--- config.mk ---
export PLATFORM = sky130hd
export DESIGN_NAME = display_bcd_sequencer
export DESIGN_NICKNAME = d
export VERILOG_FILES = /design/src/rtl/display_pkg.sv /design/src/rtl/bcd_add3_cell.sv /design/src/rtl/display_bcd_sequencer.sv
export SDC_FILE = /design/constraint.sdc
export NUM_CORES = 1
export LEC_CHECK = 0
export CORE_MARGIN = 2
export CORE_UTILIZATION = 54
export CTS_BUF_LIST = sky130_fd_sc_hd__clkbuf_4
export CTS_CLUSTER_DIAMETER = 80
export DETAILED_ROUTE_END_ITERATION = 6
export GPL_ROUTABILITY_DRIVEN = 0
export PLACE_DENSITY = 0.82
export SYNTH_ARGS = -nofsm -noshare
export SYNTH_HDL_FRONTEND = slang
export SYNTH_SLANG_ARGS = --single-unit
--- constraint.sdc ---
create_clock -name clk -period 2.1 [get_ports clk]
set_input_delay 0.42 -clock clk [delete_from_list [all_inputs] [get_ports clk]]
set_output_delay 0.42 -clock clk [all_outputs]
set_load 0.05 [all_outputs]
--- src/rtl/display_pkg.sv ---
// Shared constants, types and the digit-correction helper for the BCD display
// sequencer.
package display_pkg;

    localparam int DIGITS     = 6;
    localparam int ACC_DIGITS = 7;
    localparam int BCD_W      = 4;
    localparam int ACC_W      = ACC_DIGITS * BCD_W;

    typedef logic [BCD_W-1:0] bcd_digit_t;

    localparam bcd_digit_t ADD3_THRESH = 4'd5;
    localparam bcd_digit_t ADD3_INC    = 4'd3;

    typedef enum logic [1:0] {
        IDLE,
        CONV,
        COMMIT
    } state_t;

    // Pre-shift correction so that a doubled digit carries correctly into the next one.
    function automatic bcd_digit_t add3(input bcd_digit_t d);
        return (d >= ADD3_THRESH) ? bcd_digit_t'(d + ADD3_INC) : d;
    endfunction

endpackage

--- src/rtl/bcd_add3_cell.sv ---
// One BCD digit of the double-dabble correction stage: adds 3 when the digit is 5 or more.
module bcd_add3_cell
    import display_pkg::*;
(
    input  logic [BCD_W-1:0] i_digit,
    output logic [BCD_W-1:0] o_digit
);

    assign o_digit = add3(i_digit);

endmodule

--- src/rtl/display_bcd_sequencer.sv ---
// Arbitrates two display-update requesters and converts the granted binary value
// to six BCD digits with a leading-zero blank mask and an overflow flag.
module display_bcd_sequencer
    import display_pkg::*;
#(
    parameter int WIDTH = 20
) (
    input  logic             clk,
    input  logic             rst_n,
    input  logic [1:0]       req_i,
    input  logic [WIDTH-1:0] value0_i,
    input  logic [WIDTH-1:0] value1_i,
    input  logic             freeze_i,
    output logic [1:0]       ack_o,
    output logic             busy_o,
    output logic             done_o,
    output logic             src_o,
    output logic [23:0]      bcd_o,
    output logic [5:0]       blank_o,
    output logic             overflow_o
);

    localparam int CNT_W = $clog2(WIDTH + 1);
    localparam logic [CNT_W-1:0] LAST_STEP = CNT_W'(WIDTH - 1);
    localparam int DISP_W = DIGITS * BCD_W;

    state_t r_state;
    state_t w_state_next;

    logic [WIDTH-1:0]       r_sr;
    logic [ACC_W-1:0]       r_acc;
    logic [CNT_W-1:0]       r_cnt;
    logic                   r_last_grant;
    logic [1:0]             r_ack;
    logic                   r_done;
    logic                   r_src;
    logic [DISP_W-1:0]      r_bcd;
    logic [DIGITS-1:0]      r_blank;
    logic                   r_ovf;

    logic                   w_accept;
    logic                   w_grant;
    logic [ACC_W-1:0]       w_acc_adj;
    logic [ACC_W+WIDTH-1:0] w_shifted;
    logic                   w_ovf;
    logic [DIGITS-1:1]      w_digit_zero;
    logic [DIGITS-1:0]      w_blank;
    logic                   w_unused_top;

    // Round-robin: on a tie the requester that did not win last time is granted.
    always_comb begin
        w_grant = 1'b0;
        case (req_i)
            2'b01:   w_grant = 1'b0;
            2'b10:   w_grant = 1'b1;
            2'b11:   w_grant = ~r_last_grant;
            default: w_grant = 1'b0;
        endcase
    end

    always_ff @(posedge clk or negedge rst_n) begin
        if (!rst_n) begin
            r_state <= IDLE;
        end else begin
            r_state <= w_state_next;
        end
    end

    always_comb begin
        w_state_next = r_state;
        w_accept     = 1'b0;
        case (r_state)
            IDLE: begin
                if (!freeze_i && (req_i != 2'b00)) begin
                    w_accept     = 1'b1;
                    w_state_next = CONV;
                end
            end
            CONV: begin
                if (r_cnt == LAST_STEP) begin
                    w_state_next = COMMIT;
                end
            end
            COMMIT: begin
                w_state_next = IDLE;
            end
            default: begin
                w_state_next = IDLE;
            end
        endcase
    end

    generate
        for (genvar gi = 0; gi < ACC_DIGITS; gi++) begin : g_add3
            bcd_add3_cell u_cell (
                .i_digit(r_acc[gi*BCD_W +: BCD_W]),
                .o_digit(w_acc_adj[gi*BCD_W +: BCD_W])
            );
        end
    endgenerate

    // The top accumulator bit is shifted out; it is always 0 for WIDTH <= 23.
    assign w_unused_top = w_acc_adj[ACC_W-1];
    assign w_shifted    = {w_acc_adj[ACC_W-2:0], r_sr, 1'b0};

    assign w_ovf = (r_acc[ACC_W-1:DISP_W] != '0);

    generate
        for (genvar gi = 1; gi < DIGITS; gi++) begin : g_blank
            assign w_digit_zero[gi] = (r_acc[gi*BCD_W +: BCD_W] == '0);
            assign w_blank[gi]      = ~w_ovf & (&w_digit_zero[DIGITS-1:gi]);
        end
    endgenerate
    assign w_blank[0] = 1'b0;

    always_ff @(posedge clk or negedge rst_n) begin
        if (!rst_n) begin
            r_sr         <= '0;
            r_acc        <= '0;
            r_cnt        <= '0;
            r_last_grant <= 1'b1;
            r_ack        <= 2'b00;
            r_done       <= 1'b0;
            r_src        <= 1'b0;
            r_bcd        <= '0;
            r_blank      <= 6'b111110;
            r_ovf        <= 1'b0;
        end else begin
            r_ack  <= 2'b00;
            r_done <= 1'b0;
            if (w_accept) begin
                r_sr         <= w_grant ? value1_i : value0_i;
                r_acc        <= '0;
                r_cnt        <= '0;
                r_last_grant <= w_grant;
                r_ack        <= {w_grant, ~w_grant};
            end else if (r_state == CONV) begin
                r_acc <= w_shifted[ACC_W+WIDTH-1 -: ACC_W];
                r_sr  <= w_shifted[WIDTH-1:0];
                r_cnt <= r_cnt + 1'b1;
            end else if (r_state == COMMIT) begin
                r_bcd   <= r_acc[DISP_W-1:0];
                r_ovf   <= w_ovf;
                r_blank <= w_blank;
                r_src   <= r_last_grant;
                r_done  <= 1'b1;
            end
        end
    end

    assign ack_o      = r_ack;
    assign busy_o     = (r_state != IDLE);
    assign done_o     = r_done;
    assign src_o      = r_src;
    assign bcd_o      = r_bcd;
    assign blank_o    = r_blank;
    assign overflow_o = r_ovf;

endmodule

-- Word level (Yosys, flattened, before mapping)
Cells that the tools add are included.
- bits in registers: 90
- input port bits: 45
- output and inout port bits: 36
- word-level logic and storage cells: 85
- $add $sub $neg: 8
- magnitude comparators: 7
- equal/unequal tests: 7
- multiplexer cells: 24
- bitwise gates (word level): 10
- reductions and logical operators: 18
- operators by type and width (operator ; count):
    $mux W20 ; 3
    $mux W28 ; 2
    $ge A4 B3 Y1 const B ; 7
    $add A4 B2 Y4 const B ; 6
    $mux W4 ; 6
    $logic_not A4 Y1 ; 5
    $mux W5 ; 2
    $eq A2 B2 Y1 const B ; 3
    $mux W2 ; 3
    $reduce_and A3 Y1 ; 2
    $reduce_bool A2 Y1 ; 3
    $add A5 B1 Y5 const B ; 1
    $and A1 B1 Y1 ; 5
    $eq A5 B5 Y1 const B ; 1
    $mux W1 ; 5
    $not A1 Y1 ; 5
    $reduce_and A5 Y1 ; 1
    $ne A2 B2 Y1 const B ; 2
    $pmux W2 S2 ; 1
    $reduce_and A2 Y1 ; 2
    $reduce_and A4 Y1 ; 1
    $reduce_bool A4 Y1 ; 1
    $add A3 B2 Y3 const B ; 1
    $mux W3 ; 1
    other kinds (5) ; 5

-- Longest topological paths before layout
Gate-level depths: netlist of the first run.
- depth after elaboration: 6
- depth in mapped cells: 6
- gate-level depth less buffers: 6

-- Cells and area by module
A second synthesis of the first run with hierarchy kept.
- cells, all modules: 555
- area, all modules: 4802.1 µm²
- by module, submodules not included (module ; instances ; cells each ; area an instance (µm²) ; seq. area each (µm²)):
    display_bcd_sequencer ; 1 ; 443 ; 4092.7 ; 2259.7
    bcd_add3_cell ; 7 ; 16 ; 101.3 ; 0.0

-- Worst setup path before layout of the first run
No wires, ideal clock.
- path type: register to output
- start point: register r_state[0]
- end point: output busy_o
- data arrival time: 1057 ps
- required time: 1680 ps
- slack: 623 ps
- stages on the path, launching flop included: 4
- buffers on the path: 1
- path through: dfrtp_1 > inv_1 > clkbuf_1 > nand2_1
- word-level cells in the longest chain between the ends: 1
- RTL lines (element ; line ; RTL):
    from (decl) ; display_bcd_sequencer.sv:27 ; state_t r_state;
    from (signal assigned) ; display_bcd_sequencer.sv:65 ; r_state <= w_state_next;
    $reduce_bool A2 Y1 ; display_bcd_sequencer.sv:152 ; assign busy_o = (r_state != IDLE);
    to (decl) ; display_bcd_sequencer.sv:15 ; output logic busy_o,
No other way between the ends.

-- Worst setup path after layout of the first run
- start point: register r_bcd[9], in the netlist bcd_o[9]
- end point: output bcd_o[9]
- RTL lines (element ; line ; RTL):
    from (decl) ; display_bcd_sequencer.sv:37 ; logic [DISP_W-1:0] r_bcd;
    from (signal assigned) ; display_bcd_sequencer.sv:142 ; r_bcd <= r_acc[DISP_W-1:0];
    to (decl) ; display_bcd_sequencer.sv:18 ; output logic [23:0] bcd_o,
No word-level cell between the ends.

==> results.tsv, run 1 <==
metric	value	unit
Routed Antenna Nets	0	
WP data arrival	1.62	ns
Slowest-stage cell, CP	clkdlybuf4s50_1	
max_cap viols	0	
Leakage	0.00235	uW
Synth cell types	43	
sequential area share after synthesis	0.520	
Final Slew Violations	0	
CTS tree	done	
Async SR Flop Fraction	1.00	
fmax	489	MHz
total gr overflow	0	
grt met3 use	0.0369	
prevailing post-synth register cell	dfrtp_1	
Initial Util	0.560	
outcome	completed	
minimum clock period	2.04	ns
IO Port Bufs	79	
Buf/Inv on CP	1	
Setup Skew	0.0214	ns
Root Driver	clkbuf_4	
met2 GRT Util	0.392	
GRT met1 Usage	0.306	
IO Count	81	
core region area	0.00777	mm^2
diode count	0	
Yosys reg bits	90	
die area	0.00879	mm^2
CP top delay family	buffers and inverters	
global-route wire length before repair	16.3	mm
clk slew on worst S/H paths	0.13	ns
Vias/cell	5.77	
CP Class	reg -> out	
mean post-synth cell area	10.0	um^2
average wire per standard cell	15.9	um
post-CTS setup buffers	0	
CTS H-tree lvls	3	
largest net degree at the start of global routing	41	
first-iteration detailed-routing DRC count	141	
VDD IR max	0.492	mV
Worst Path Required	1.68	ns
RSZ-0062 raised after global routing	false	
number of synthesized flops with an enable pin	0	
Final nets	582	
final setup fails	0	
Worst-Margin Slew	0.807	ns
syn_nets	500	
vias in the first global route	3548	
chip height	93.7	um
post-DP HPWL	6.97	mm
max incr delay on CP	0.82	ns
CP Capture Type	primary output	
CTS buffer count	9	
Hold Violations, Final	0	
min-delay worst type	in -> async	
pwr dens	1420	mW/mm^2
GRT Max-Usage Layer	met2	
Final period util	0.974	
Sinks on Clock Net	90	
Rel. slew slack	0.462	
CP Launch Type	flip-flop	
Rows	32	
routed wire length	9.90	mm
Synth Instances	435	
antenna violations before repair	0	
TritonRoute pass-1 iters	5	
Ys Warns	0	
share of cells above drive strength 1	0.103	
chip width	93.7	um
Overall Global Routing Usage	0.233	
Layout Utilization	0.699	
via count	3600	
Syn-to-layout area delta	24.8	%
CP Cell Sequence	clkdlybuf4s50_1	
Post-Syn Area	0.00435	mm^2
DRC viols	0	
Max Buffers Root-to-Sink	2	
Max FO, Critical Path	2	
setup TNS	0	ns
Clock Latency Late Sink	0.44	ns
placed cells by master (no fill, tap or decap), types with 2 or more instances in the layout:
cell type        instances
a21oi_1                 35
a22o_1                   5
a22oi_1                  2
a31oi_1                 18
a32o_1                   2
and3_1                   3
buf_12                   2
buf_4                   17
bufinv_16                2
clkbuf_4                 9
clkdlybuf4s50_1         71
clkinv_1                 4
dfrtp_1                 84
dfstp_2                  6
dlygate4sd2_1            3
ha_1                    20
inv_1                   17
mux2_2                  13
mux2i_1                  2
nand2_1                 51
nand2b_1                11
nand3_1                 13
nor2_1                  27
nor3b_1                  6
o211ai_1                 2
o21a_1                   2
o21ai_0                 48
o21ai_1                  2
o22ai_1                 10
o311ai_0                 5
o31ai_1                  3
o32ai_1                  3
xnor2_1                  7
xor2_1                   3
logic make-up after synthesis:
group | count (synthesis) | share of synthesized area
AO/OA/AOI/OAI | 139 | 0.188
XOR/XNOR | 10 | 0.0201
adder cells (fa/ha/maj) | 20 | 0.0575
buffers and inverters | 41 | 0.0440
flip-flops | 90 | 0.520
multiplexers | 15 | 0.0383
other | 1 | 0.000862
AND/OR/NAND/NOR | 119 | 0.131
state kept, by name, summed over array words and instances, names as in the netlist:
| signal | cells |
|---|---|
| r_acc | 28 |
| bcd_o | 24 |
| r_sr | 20 |
| blank_o | 5 |
| r_cnt | 5 |
| ack_o | 2 |
| r_state | 2 |
| done_o | 1 |
| overflow_o | 1 |
| r_last_grant | 1 |
| src_o | 1 |
through the flow:
step           worst slack [ns]  hold slack (ns)  area (um^2)  cells  total power (uW)
2_1_floorplan             0.623            0.124         4350    435              5480
3_3_place_gp             0.0452            0.354         5270    607              6470
3_5_place_dp            -0.0944            0.355         5270    607              6660
4_1_cts                  0.0389            0.426         5430    624              7710
5_1_grt                 0.00516            0.448         5430    624              8190
6_report                 0.0551            0.420         5430    624              7700
cell usage after synthesis (2+ instances only):
master	count	area share
xor2_1	3	0.0060
nand3_1	13	0.015
buf_4	4	0.0069
ha_1	20	0.058
inv_1	17	0.015
o21ai_0	48	0.055
o32ai_1	3	0.0060
o22ai_1	10	0.014
mux2i_1	2	0.0046
o311ai_0	5	0.010
mux2_2	13	0.034
buf_2	12	0.014
nor3b_1	6	0.010
xnor2_1	7	0.014
o31ai_1	3	0.0052
nand2_1	51	0.044
o211ai_1	2	0.0035
dfrtp_1	84	0.48
clkbuf_1	6	0.0052
a22o_1	5	0.010
a22oi_1	2	0.0035
o21a_1	2	0.0035
a31oi_1	18	0.026
dfstp_2	6	0.036
a21oi_1	35	0.040
o21ai_1	2	0.0023
a32o_1	2	0.0046
and3_1	3	0.0043
nand2b_1	11	0.016
nor2_1	27	0.023
routing by layer:
metal | vias to the layer above | routed length (um)
met5 | - | 0
met4 | 0 | 193
met3 | 21 | 539
met2 | 143 | 4960
met1 | 1739 | 4210
li1 | 1697 | -
worst paths after layout:
| kind | start | to | slack (ns) | depth (start not counted) |
|---|---|---|---|---|
| hold reg to reg | blank_o[2] | blank_o[2] | 0.47 | 2 |
| hold / removal | rst_n | done_o | 0.42 | 2 |
| max in group asynchronous | rst_n | blank_o[1] | 0.98 | 3 |
| min in group clk | blank_o[2] | blank_o[2] | 0.47 | 2 |
| setup / recovery | bcd_o[9] | bcd_o[9] | 0.06 | 1 |
| setup reg to reg | r_state[0] | r_sr[10] | 0.19 | 4 |
repair_timing:
action                     CTS  global route
hold buffers                 1             0
setup endpoints to repair    3             1
hold endpoints to repair    21             0
resized for setup            3             1
cloned                       0             0
power breakdown:
group          switching (uW)  leakage [uW]  internal (uW)
Sequential                535       0.00109           2440
Combinational            2200       0.00118           1470
Clock                     577     0.0000801            471
Total                    3320       0.00235           4380
layout make-up:
type	count	area, um^2
Fill cell	594	2340
Sequential cell	90	2260
Inverter	17	63.8
Clock inverter	7	83.8
Multi-Input combinational cell	304	1900
Tap cell	102	128
Clock buffer	9	67.6
Timing Repair Buffer	95	927
Note: power is estimated with default switching activity, not from simulation.
==> run 2: changes to the inputs <==
--- a/config.mk
+++ b/config.mk
@@ -6,12 +6,13 @@
 export NUM_CORES = 1
 export LEC_CHECK = 0
 export CORE_MARGIN = 2
-export CORE_UTILIZATION = 54
+export CORE_UTILIZATION = 58
 export CTS_BUF_LIST = sky130_fd_sc_hd__clkbuf_4
 export CTS_CLUSTER_DIAMETER = 80
+export CTS_CLUSTER_SIZE = 16
 export DETAILED_ROUTE_END_ITERATION = 6
 export GPL_ROUTABILITY_DRIVEN = 0
-export PLACE_DENSITY = 0.82
+export PLACE_DENSITY = 0.87
 export SYNTH_ARGS = -nofsm -noshare
 export SYNTH_HDL_FRONTEND = slang
 export SYNTH_SLANG_ARGS = --single-unit
==> constraint.sdc (replaced) <==
create_clock -name clk -period 2.5 [get_ports clk]
set_input_delay 0.5 -clock clk [delete_from_list [all_inputs] [get_ports clk]]
set_output_delay 0.5 -clock clk [all_outputs]
set_load 0.05 [all_outputs]
==> results.tsv, run 2 (synthesis results as in run 1) <==
metric	value	unit
chip width	90.6	um
cts hold-fix bufs	1	
outcome	completed	
Overall Global Routing Usage	0.252	
IO Count	81	
total gr overflow	0	
CP Capture Type	primary output	
Sinks on Clock Net	90	
CP Launch Type	flip-flop	
CTS H-tree lvls	3	
Initial Util	0.600	
diode count	0	
routed wire length	9.89	mm
Rel. slew slack	0.434	
fmax	422	MHz
CTS resizes	0	
largest net degree at the start of global routing	53	
CP Class	reg -> out	
leading cell type in the layout, fill and taps excluded	dfrtp_1	
Final period util	0.949	
CTS tree	done	
die area	0.00821	mm^2
Clock Latency Late Sink	0.45	ns
Post-Place Cell Area	0.00523	mm^2
reg2reg start	r_state[1]	
Worst Path Required	2.00	ns
RSZ-0062 raised after global routing	false	
vias in the first global route	3663	
Biggest register	r_acc	
most frequent cells in the layout	dfrtp_1, clkdlybuf4s50_1, nand2_1	
global-route wire length before repair	16.7	mm
start point of the critical path	r_state[1]	
core region area	0.00725	mm^2
r2r endpoint	blank_o[1]	
setup TNS	0	ns
min-delay worst type	reg -> reg	
Hold EP	blank_o[2]	
Setup Skew	0.0179	ns
VDD IR max	0.520	mV
Max FO, Critical Path	24	
Root Driver	clkbuf_4	
IO Port Bufs	79	
Hold Violations, Final	0	
Final Slew Violations	0	
antenna violations before repair	0	
post-CTS setup buffers	0	
final setup fails	0	
Rows	31	
R2R setup slack	0.45	ns
Final nets	577	
Register-to-Register Path Depth	4	
via count	3614	
Vias/cell	5.87	
Max Buffers Root-to-Sink	2	
TritonRoute pass-1 iters	5	
CTS buffer count	9	
share of cells above drive strength 1	0.0967	
Syn-to-layout area delta	23.8	%
first-iteration detailed-routing DRC count	212	
DRC viols	0	
cell area after layout	0.00539	mm^2
Routed Antenna Nets	0	
max reg flops	28	
WP data arrival	1.87	ns
post-DP HPWL	7.02	mm
Hold Crit Depth	2	
min-delay src	blank_o[2]	
max_cap viols	0	
chip height	90.6	um
minimum clock period	2.37	ns
Worst-Margin Slew	0.849	ns
clk slew on worst S/H paths	0.14	ns
Leakage	0.00229	uW
average wire per standard cell	16.0	um
pwr dens	1190	mW/mm^2
[run 2: area by class of cell]
type / count / area [um^2]
fillers: 498 / 1870
well taps: 99 / 124
inverters: 17 / 63.8
flip-flops and latches: 90 / 2260
clock buffers: 9 / 67.6
clock inverters: 7 / 76.3
repair buffers: 90 / 896
multi-input cells: 304 / 1900
[run 2: report_power, final]
part	switching [uW]	total (uW)	internal [uW]
Sequential	473	2520	2050
Combinational	1850	3060	1210
Clock	517	829	312
Total	2840	6410	3570
[run 2: per-layer routing]
layer  global-route usage  vias to the layer above  routed length [um]
li1                     -                     1694                   -
met1                0.322                     1774                4110
met2                0.428                      131                5110
met3               0.0342                       15                 500
met4                0.113                        0                 165
met5                    0                        -                   0
[run 2: worst max-delay path, stage by stage (launching register included)]
cell,delay (ns)
dfrtp_1,0.92
inv_1,0.18
nand2_1,0.17
buf_12,0.15
[run 2: worst max-delay path by stage]
stage / end / cells past startpoint
floorplan: busy_o / 3
global placement: r_sr[11] / 5
detailed placement: r_sr[3] / 6
CTS: busy_o / 3
global route: busy_o / 3
finish: busy_o / 3
[run 2: per-stage QoR]
| stage | std cells | setup WS (ns) | utilization | hold slack [ns] | total power, uW |
|---|---|---|---|---|---|
| 2_1_floorplan | 435 | 0.943 | - | 0.204 | 4610 |
| 3_5_place_dp | 599 | 0.424 | 0.721 | 0.457 | 5590 |
| 4_1_cts | 616 | 0.144 | 0.742 | 0.476 | 6430 |
| 5_1_grt | 616 | 0.0472 | 0.742 | 0.493 | 6840 |
| 6_report | 616 | 0.128 | 0.742 | 0.473 | 6410 |
| 3_3_place_gp | 599 | 0.481 | 0.721 | 0.455 | 5400 |
==> run 3: changes to the inputs <==
--- a/config.mk
+++ b/config.mk
@@ -5,7 +5,7 @@
 export SDC_FILE = /design/constraint.sdc
 export NUM_CORES = 1
 export LEC_CHECK = 0
-export CORE_MARGIN = 2
+export CORE_MARGIN = 5
 export CORE_UTILIZATION = 58
 export CTS_BUF_LIST = sky130_fd_sc_hd__clkbuf_4
 export CTS_CLUSTER_DIAMETER = 80
==> results.tsv, run 3 (synthesis results as in run 1) <==
metric	value	unit
Setup Skew	0.0133	ns
Sinks on Clock Net	90	
most frequent cells in the layout	dfrtp_1, clkdlybuf4s50_1, nand2_1	
Slowest-stage cell, CP	clkdlybuf4s50_1	
Worst-Margin Slew	0.564	ns
cell area after layout	0.00540	mm^2
die area	0.00933	mm^2
minimum clock period	2.29	ns
WP data arrival	1.79	ns
Leakage	0.00230	uW
vias in the first global route	3585	
antenna violations before repair	0	
final setup fails	0	
IO Count	81	
IO Port Bufs	79	
total gr overflow	0	
Register-to-Register Path Depth	4	
CP Launch Type	flip-flop	
Overall Global Routing Usage	0.233	
CP Cell Sequence	clkdlybuf4s50_1	
clk slew on worst S/H paths	0.13	ns
CP Class	reg -> out	
Vias/cell	5.78	
Rows	31	
setup TNS	0	ns
Post-Place Cell Area	0.00524	mm^2
largest net degree at the start of global routing	45	
CTS tree	done	
Worst Path Required	2.00	ns
Rel. slew slack	0.623	
RSZ-0062 raised after global routing	false	
post-CTS setup buffers	0	
diode count	0	
CTS resizes	0	
Biggest register	r_acc	
outcome	completed	
Final period util	0.916	
CP Capture Type	primary output	
Routed Antenna Nets	0	
max incr delay on CP	0.80	ns
max_cap viols	0	
chip height	96.6	um
average wire per standard cell	16.2	um
Buf/Inv on CP	1	
core region area	0.00729	mm^2
Max FO, Critical Path	2	
CTS buffer count	9	
CTS H-tree lvls	3	
Final Slew Violations	0	
final hold slack	0.0159	ns
via count	3563	
leading cell type in the layout, fill and taps excluded	dfrtp_1	
pwr dens	1200	mW/mm^2
Crit path depth	1	
fmax	436	MHz
TritonRoute pass-1 iters	4	
post-DP HPWL	7.14	mm
Root Driver	clkbuf_4	
chip width	96.6	um
Syn-to-layout area delta	24.1	%
Max Buffers Root-to-Sink	2	
min-delay worst type	in -> async	
Initial Util	0.596	
Final nets	577	
DRC viols	0	
global-route wire length before repair	16.8	mm
Hold Violations, Final	0	
max reg flops	28	
CP top delay family	buffers and inverters	
first-iteration detailed-routing DRC count	255	
VDD IR max	0.557	mV
Layout Utilization	0.740	
Clock Latency Late Sink	0.44	ns
share of cells above drive strength 1	0.0986	
routed wire length	9.97	mm
cts hold-fix bufs	0	
-- run 3: changes by cell type in the layout (fill, tap and decap cells not counted) --
cell,before,now
buf_4,10,11
bufinv_16,1,2
clkinv_2,0,1
clkinv_4,2,0
clkinvlp_4,1,2
dlygate4sd3_1,1,0
inv_6,2,1
-- run 3: cell type report --
| class | instances | area, um^2 |
|---|---|---|
| clock inverter | 7 | 92.6 |
| tap | 99 | 124 |
| inverter | 17 | 63.8 |
| multi-input combinational | 304 | 1900 |
| timing repair buffer | 90 | 893 |
| sequential | 90 | 2260 |
| clock buffer | 9 | 67.6 |
| fill | 526 | 1890 |
-- run 3: routing by layer --
layer	track usage	routed length [um]
met1	0.304	4110
met2	0.391	5080
met3	0.0442	637
met4	0.0771	150
met5	0	0
-- run 3: stage by stage --
| stage | power, uW | worst slack (ns) | cells |
|---|---|---|---|
| final | 6480 | 0.209 | 616 |
| after global routing | 6920 | 0.122 | 616 |
| after CTS | 6500 | 0.181 | 616 |
| after global placement | 5400 | 0.514 | 600 |
| after detailed placement | 5590 | 0.349 | 600 |
| after floorplan | 4610 | 0.943 | 435 |
-- run 3: power breakdown --
group	leakage, uW	internal (uW)	switching (uW)
clock network	0.0000800	404	495
logic	0.00113	1220	1850
registers	0.00109	2050	466
total	0.00230	3670	2810
-- run 3: worst paths after layout --
check                           start    endpoint  slack [ns]
min in group clk           blank_o[2]  blank_o[2]        0.49
hold reg to reg            blank_o[2]  blank_o[2]        0.49
setup reg to reg           r_state[0]     r_sr[1]        0.57
max in group asynchronous       rst_n  blank_o[1]        1.73
setup / recovery           blank_o[4]  blank_o[4]        0.21
hold / removal                  rst_n   bcd_o[15]        0.02
==> variant 1: new RTL, flow settings as in run 3 <==
Make the reset (`rst_n`) synchronous in 2 clocked blocks.
--- a/src/rtl/display_bcd_sequencer.sv
+++ b/src/rtl/display_bcd_sequencer.sv
@@ -60,3 +60,3 @@
 
-    always_ff @(posedge clk or negedge rst_n) begin
+    always_ff @(posedge clk) begin
         if (!rst_n) begin
@@ -115,3 +115,3 @@
 
-    always_ff @(posedge clk or negedge rst_n) begin
+    always_ff @(posedge clk) begin
         if (!rst_n) begin
Behaviour: differs if rst_n is asserted again (counterexample within 4 cycles, from zero or initial values and one cycle with rst_n low); with rst_n held inactive, the same outputs for 10 cycles.
==> variant 1 against run 3 <==
Via count is 3.6% higher; setup slack improved by 0.16 ns; sequential cell count did not move; wire length fell by 9.9%; die area grew 1.9%; non-clock buffer count stayed put; area after synthesis increased by 2.1%; design area is 0.93% higher; critical path type unchanged.
Power is not compared: it rests on default switching activity, and its combinational part moved more than twofold at a synthesized area within 25%.
==> variant 1: results (changes against run 3) <==
Non-clock buffer share: 0.161 (-0.00473)
Via count: 3690 (+3.6%)
First-pass GRT wire length: 15400 um (-8.2%)
Area taken by multi-input logic gates: 2410 sq um (+27%)
Critical Path Start: src_o
Fraction of layout cells with a size suffix above 1: 0.105 (+0.00680)
Reg2reg setup slack: 0.63 ns (+0.06 ns)
RR Startpoint: r_state[1]
Non-CTS inverters: 15 (-2)
Post-CTS sizing: 0 (unchanged)
CP Max Fanout: 2 (unchanged)
Fraction of area in multi-input gates: 0.442 (+0.0902)
Met1 usage: 0.223 (-0.0803)
Area after DPL: 5270 sq um (+0.53%)
Post-CTS setup buffer count: 0 (unchanged)
1st-iter DRT viols: 111 (-56%)
Placed cells: 655 (+9.2%)
Post-synthesis sequential area ratio: 0.406 (-0.114)
Largest net degree at the start of global routing: 34 (-24%)
GR Layer Usage met2: 0.333 (-0.0582)
Synth area leaders: dfxtp_1 41%, mux2_2 6.3%, ha_1 5.6%
Clk cell area share: 0.0331 (+0.00340)
Synth cell types: 39 (-9.3%)
Setup ws final: 0.368 ns (+0.159 ns)
Placement Setup Slack: 0.416 ns (+0.0670 ns)
Max VDD drop: 0.000326 V
Layout filler cell count: 602 (+14%)
Fin nets: 629 (+9.0%)
Met2 wire length: 4330 um (-15%)
Max-slew headroom: 0.580 (-0.0436)
Reg2Reg Depth: 5 (+1)
Drt wl/cell: 13.4 um (-17%)
Root buffer cell: clkbuf_4
CP Data Arrival Time: 1.63 ns (-0.16 ns)
FF/Latch Area: 1800 sq um (-20%)
Crit path capture: src_o
Reg-to-reg endpoint: r_acc[17]
Top cell category: multi-input gates
Wl on met1: 3950 um (-3.8%)
Cells after Synth: 507 (+17%)
Vias in the first global route: 3565 (-0.56%)
Final Skew: 0.0132 ns (-0.0000976 ns)
H-Tree Depth: 3 (unchanged)
Ys flop type: dfxtp_1
Clock buf count: 10 (+1)
WL met3: 547 um (-14%)
Min-delay worst type: reg -> reg
Synth async-reset ratio: 0 (-1.00)
Total GRT Usage: 0.189 (-0.0438)
Outcome: complete, no violations
Sequential cells: 90 (unchanged)
GRT met3 Usage: 0.0416 (-0.00252)
Layout Cells excl Fill: 671 (+8.9%)
Logic pwr share: 0.146
End-of-flow core utilization: 0.716 (-0.0241)
Multi-In Gates: 358 (+18%)
Syn_nets: 572 (+14%)
Synth top cells by count: 90 x dfxtp_1, 66 x nand2_1, 43 x a21oi_1
Post-DP HPWL: 6440 um (-9.8%)
Largest stage delay, worst path: 0.84 ns (+0.04 ns)
[variant 1: cell count changes after synthesis, sizes merged, moves of 7 or more]
cell / change
a31oi: -11
dfrtp: -84
dfxtp: +90
a2111oi: +7
clkbuf: +25
o21ai: -16
a41oi: +7
o22ai: -9
a21boi: +26
a21oi: +8
mux2: +12
nand2: +15
mux2i: +19
a211oi: +18
[variant 1: cell families (layout without fill, tap and decap cells)]
family,count (synthesis),count (layout),synth area share
multiplexers,46,46,0.111
flip-flops,90,90,0.406
other,1,1,0.000844
AO/OA/AOI/OAI,146,146,0.206
adder cells (fa/ha/maj),20,20,0.0563
XOR/XNOR,4,4,0.00789
buffers and inverters,59,121,0.0561
AND/OR/NAND/NOR,141,141,0.156
[variant 1: worst min path at each step]
stage                 to  slack, ns
3_5_place_dp   bcd_o[15]       0.46
6_report       bcd_o[15]       0.47
4_1_cts        bcd_o[15]       0.48
3_3_place_gp    r_acc[0]       0.44
2_1_floorplan   r_acc[0]       0.43
5_1_grt         bcd_o[8]       0.49
==> variant 2: new RTL, settings of run 3 <==
Made on the original files. Register the output `overflow_o` once more, with the module's reset; this adds one clock of latency there. The other outputs are not delayed to match.
--- a/src/rtl/display_bcd_sequencer.sv
+++ b/src/rtl/display_bcd_sequencer.sv
@@ -156,3 +156,9 @@
     assign blank_o    = r_blank;
-    assign overflow_o = r_ovf;
+    always_ff @(posedge clk or negedge rst_n) begin
+        if (!rst_n) begin
+            overflow_o <= '0;
+        end else begin
+            overflow_o <= r_ovf;
+        end
+    end
 
Behaviour: no difference found for any inputs over 10 cycles, from zero or initial values and one cycle with rst_n low; that may be too few to reach the edited logic, so the function may still have changed.
==> variant 2 against run 3 <==
Count of clock-buffer cells in the layout increased by 1; design area grew 0.39%; wire length rose by 3.6%; utilization increased by 0.29 points; maximum frequency fell by 1.4%; power fell by 0.24%; sequential cell count rose by 1; synthesized cell count is 0.23% higher; setup slack lost 0.032 ns; critical path type unchanged; final cell count rose by 0.49%; clock skew grew 0.0050 ns; area after synthesis increased by 0.58%.
==> variant 2: results (changes against run 3) <==
CP Data Arrival Time: 1.82 ns (+0.03 ns)
Synth area leaders: dfrtp_1 49%, ha_1 5.7%, o21ai_0 5.5%
Layout Cells excl Fill: 619 (+0.49%)
Reg2Reg Depth: 6 (+2)
Fraction of layout cells with a size suffix above 1: 0.104 (+0.00520)
Met1 usage: 0.271 (-0.0329)
Vias in the first global route: 3718 (+3.7%)
Post-synthesis sequential area ratio: 0.522 (+0.00275)
Post-synthesis mux area share: 0.0380 (-0.000219)
Final Skew: 0.0183 ns (+0.00495 ns)
Drt wl/cell: 16.7 um (+3.1%)
Worst-path clk slew: 0.15 ns (+0.02 ns)
Post-synthesis adder-cell area fraction: 0.0572 (-0.000329)
Post-DP HPWL: 7610 um (+6.6%)
Fin nets: 580 (+0.52%)
Largest net degree at the start of global routing: 48 (+6.7%)
First-pass GRT wire length: 17600 um (+4.8%)
Int Pwr: 3.61 mW (-1.6%)
Reg-to-reg endpoint: blank_o[1]
Worst Tran Pin Value: 0.595 ns (+0.0309 ns)
Xor/xnor share of the synthesized area: 0.0200 (-0.000115)
Synth top cells by count: 85 x dfrtp_1, 51 x nand2_1, 48 x o21ai_0
RR Startpoint: r_acc[24]
Crit path capture: blank_o[3]
Total GRT Usage: 0.227 (-0.00544)
GR Layer Usage met2: 0.393 (+0.00193)
Slowest-stage cell, CP: clkdlybuf4s50_1
Reg2reg setup slack: 0.64 ns (+0.07 ns)
1st-iter DRT viols: 261 (+2.4%)
Max VDD drop: 0.000477 V (-14%)
Syn avg cell area: 10.0 sq um (+0.34%)
Leak Pwr: 2.31 nW (+0.28%)
Critical Path Start: blank_o[3]
Reg with most FFs: r_acc
Placed cells: 603 (+0.50%)
Layout filler cell count: 518 (-1.5%)
Syn_nets: 501 (+0.20%)
CP Max Fanout: 2 (unchanged)
Via count: 3603 (+1.1%)
Outcome: complete, no violations
Compound-cell area share of the yosys netlist: 0.187 (-0.00108)
GRT met3 Usage: 0.0432 (-0.000986)
variant 2: cell families (layout without fill, tap and decap cells):
logic type               after synthesis  after routing
AO/OA/AOI/OAI                        139            139
XOR/XNOR                              10             10
adder cells (fa/ha/maj)               20             20
buffers and inverters                 41            125
flip-flops                            91             91
multiplexers                          15             15
other                                  1              1
AND/OR/NAND/NOR                      119            119
variant 2: area by class of cell:
class                   count  area share
flip-flops and latches     91       0.422
multi-input cells         304       0.350
repair buffers             92       0.168
well taps                  99      0.0229
clock buffers              10      0.0139
clock inverters             6      0.0122
inverters                  17      0.0118
variant 2: power groups by stage:
stage	clock (mW)	sequential [mW]	combinational [mW]
2_1_floorplan	0	3.09	1.54
3_3_place_gp	0	2.52	2.92
3_5_place_dp	0	2.57	3.09
4_1_cts	0.829	2.54	3.11
5_1_grt	0.891	2.62	3.38
6_report	0.821	2.55	3.10
variant 2: per-stage QoR:
step | cell area (sq um) | setup WS [ns]
floorplan | 4370 | 0.943
global placement | 5280 | 0.501
detailed placement | 5280 | 0.397
CTS | 5420 | 0.152
global route | 5420 | 0.123
finish | 5420 | 0.177
variant 2: routing by layer:
| metal | vias to the layer above | share of wire |
|---|---|---|
| li1 | 1694 | - |
| met1 | 1765 | 0.39 |
| met2 | 126 | 0.53 |
| met3 | 18 | 0.056 |
| met4 | 0 | 0.021 |
| met5 | - | 0 |
variant 2: worst min-delay path by stage:
stage	start	to	slack, ns	cells after the start
after CTS	rst_n	r_ovf	0.04	1
after floorplan	rst_n	ack_o[0]	0.20	0
after global routing	rst_n	r_ovf	0.06	1
final	rst_n	r_ovf	0.03	1
after global placement	r_ovf	overflow_o	0.36	0
after detailed placement	r_ovf	overflow_o	0.39	0
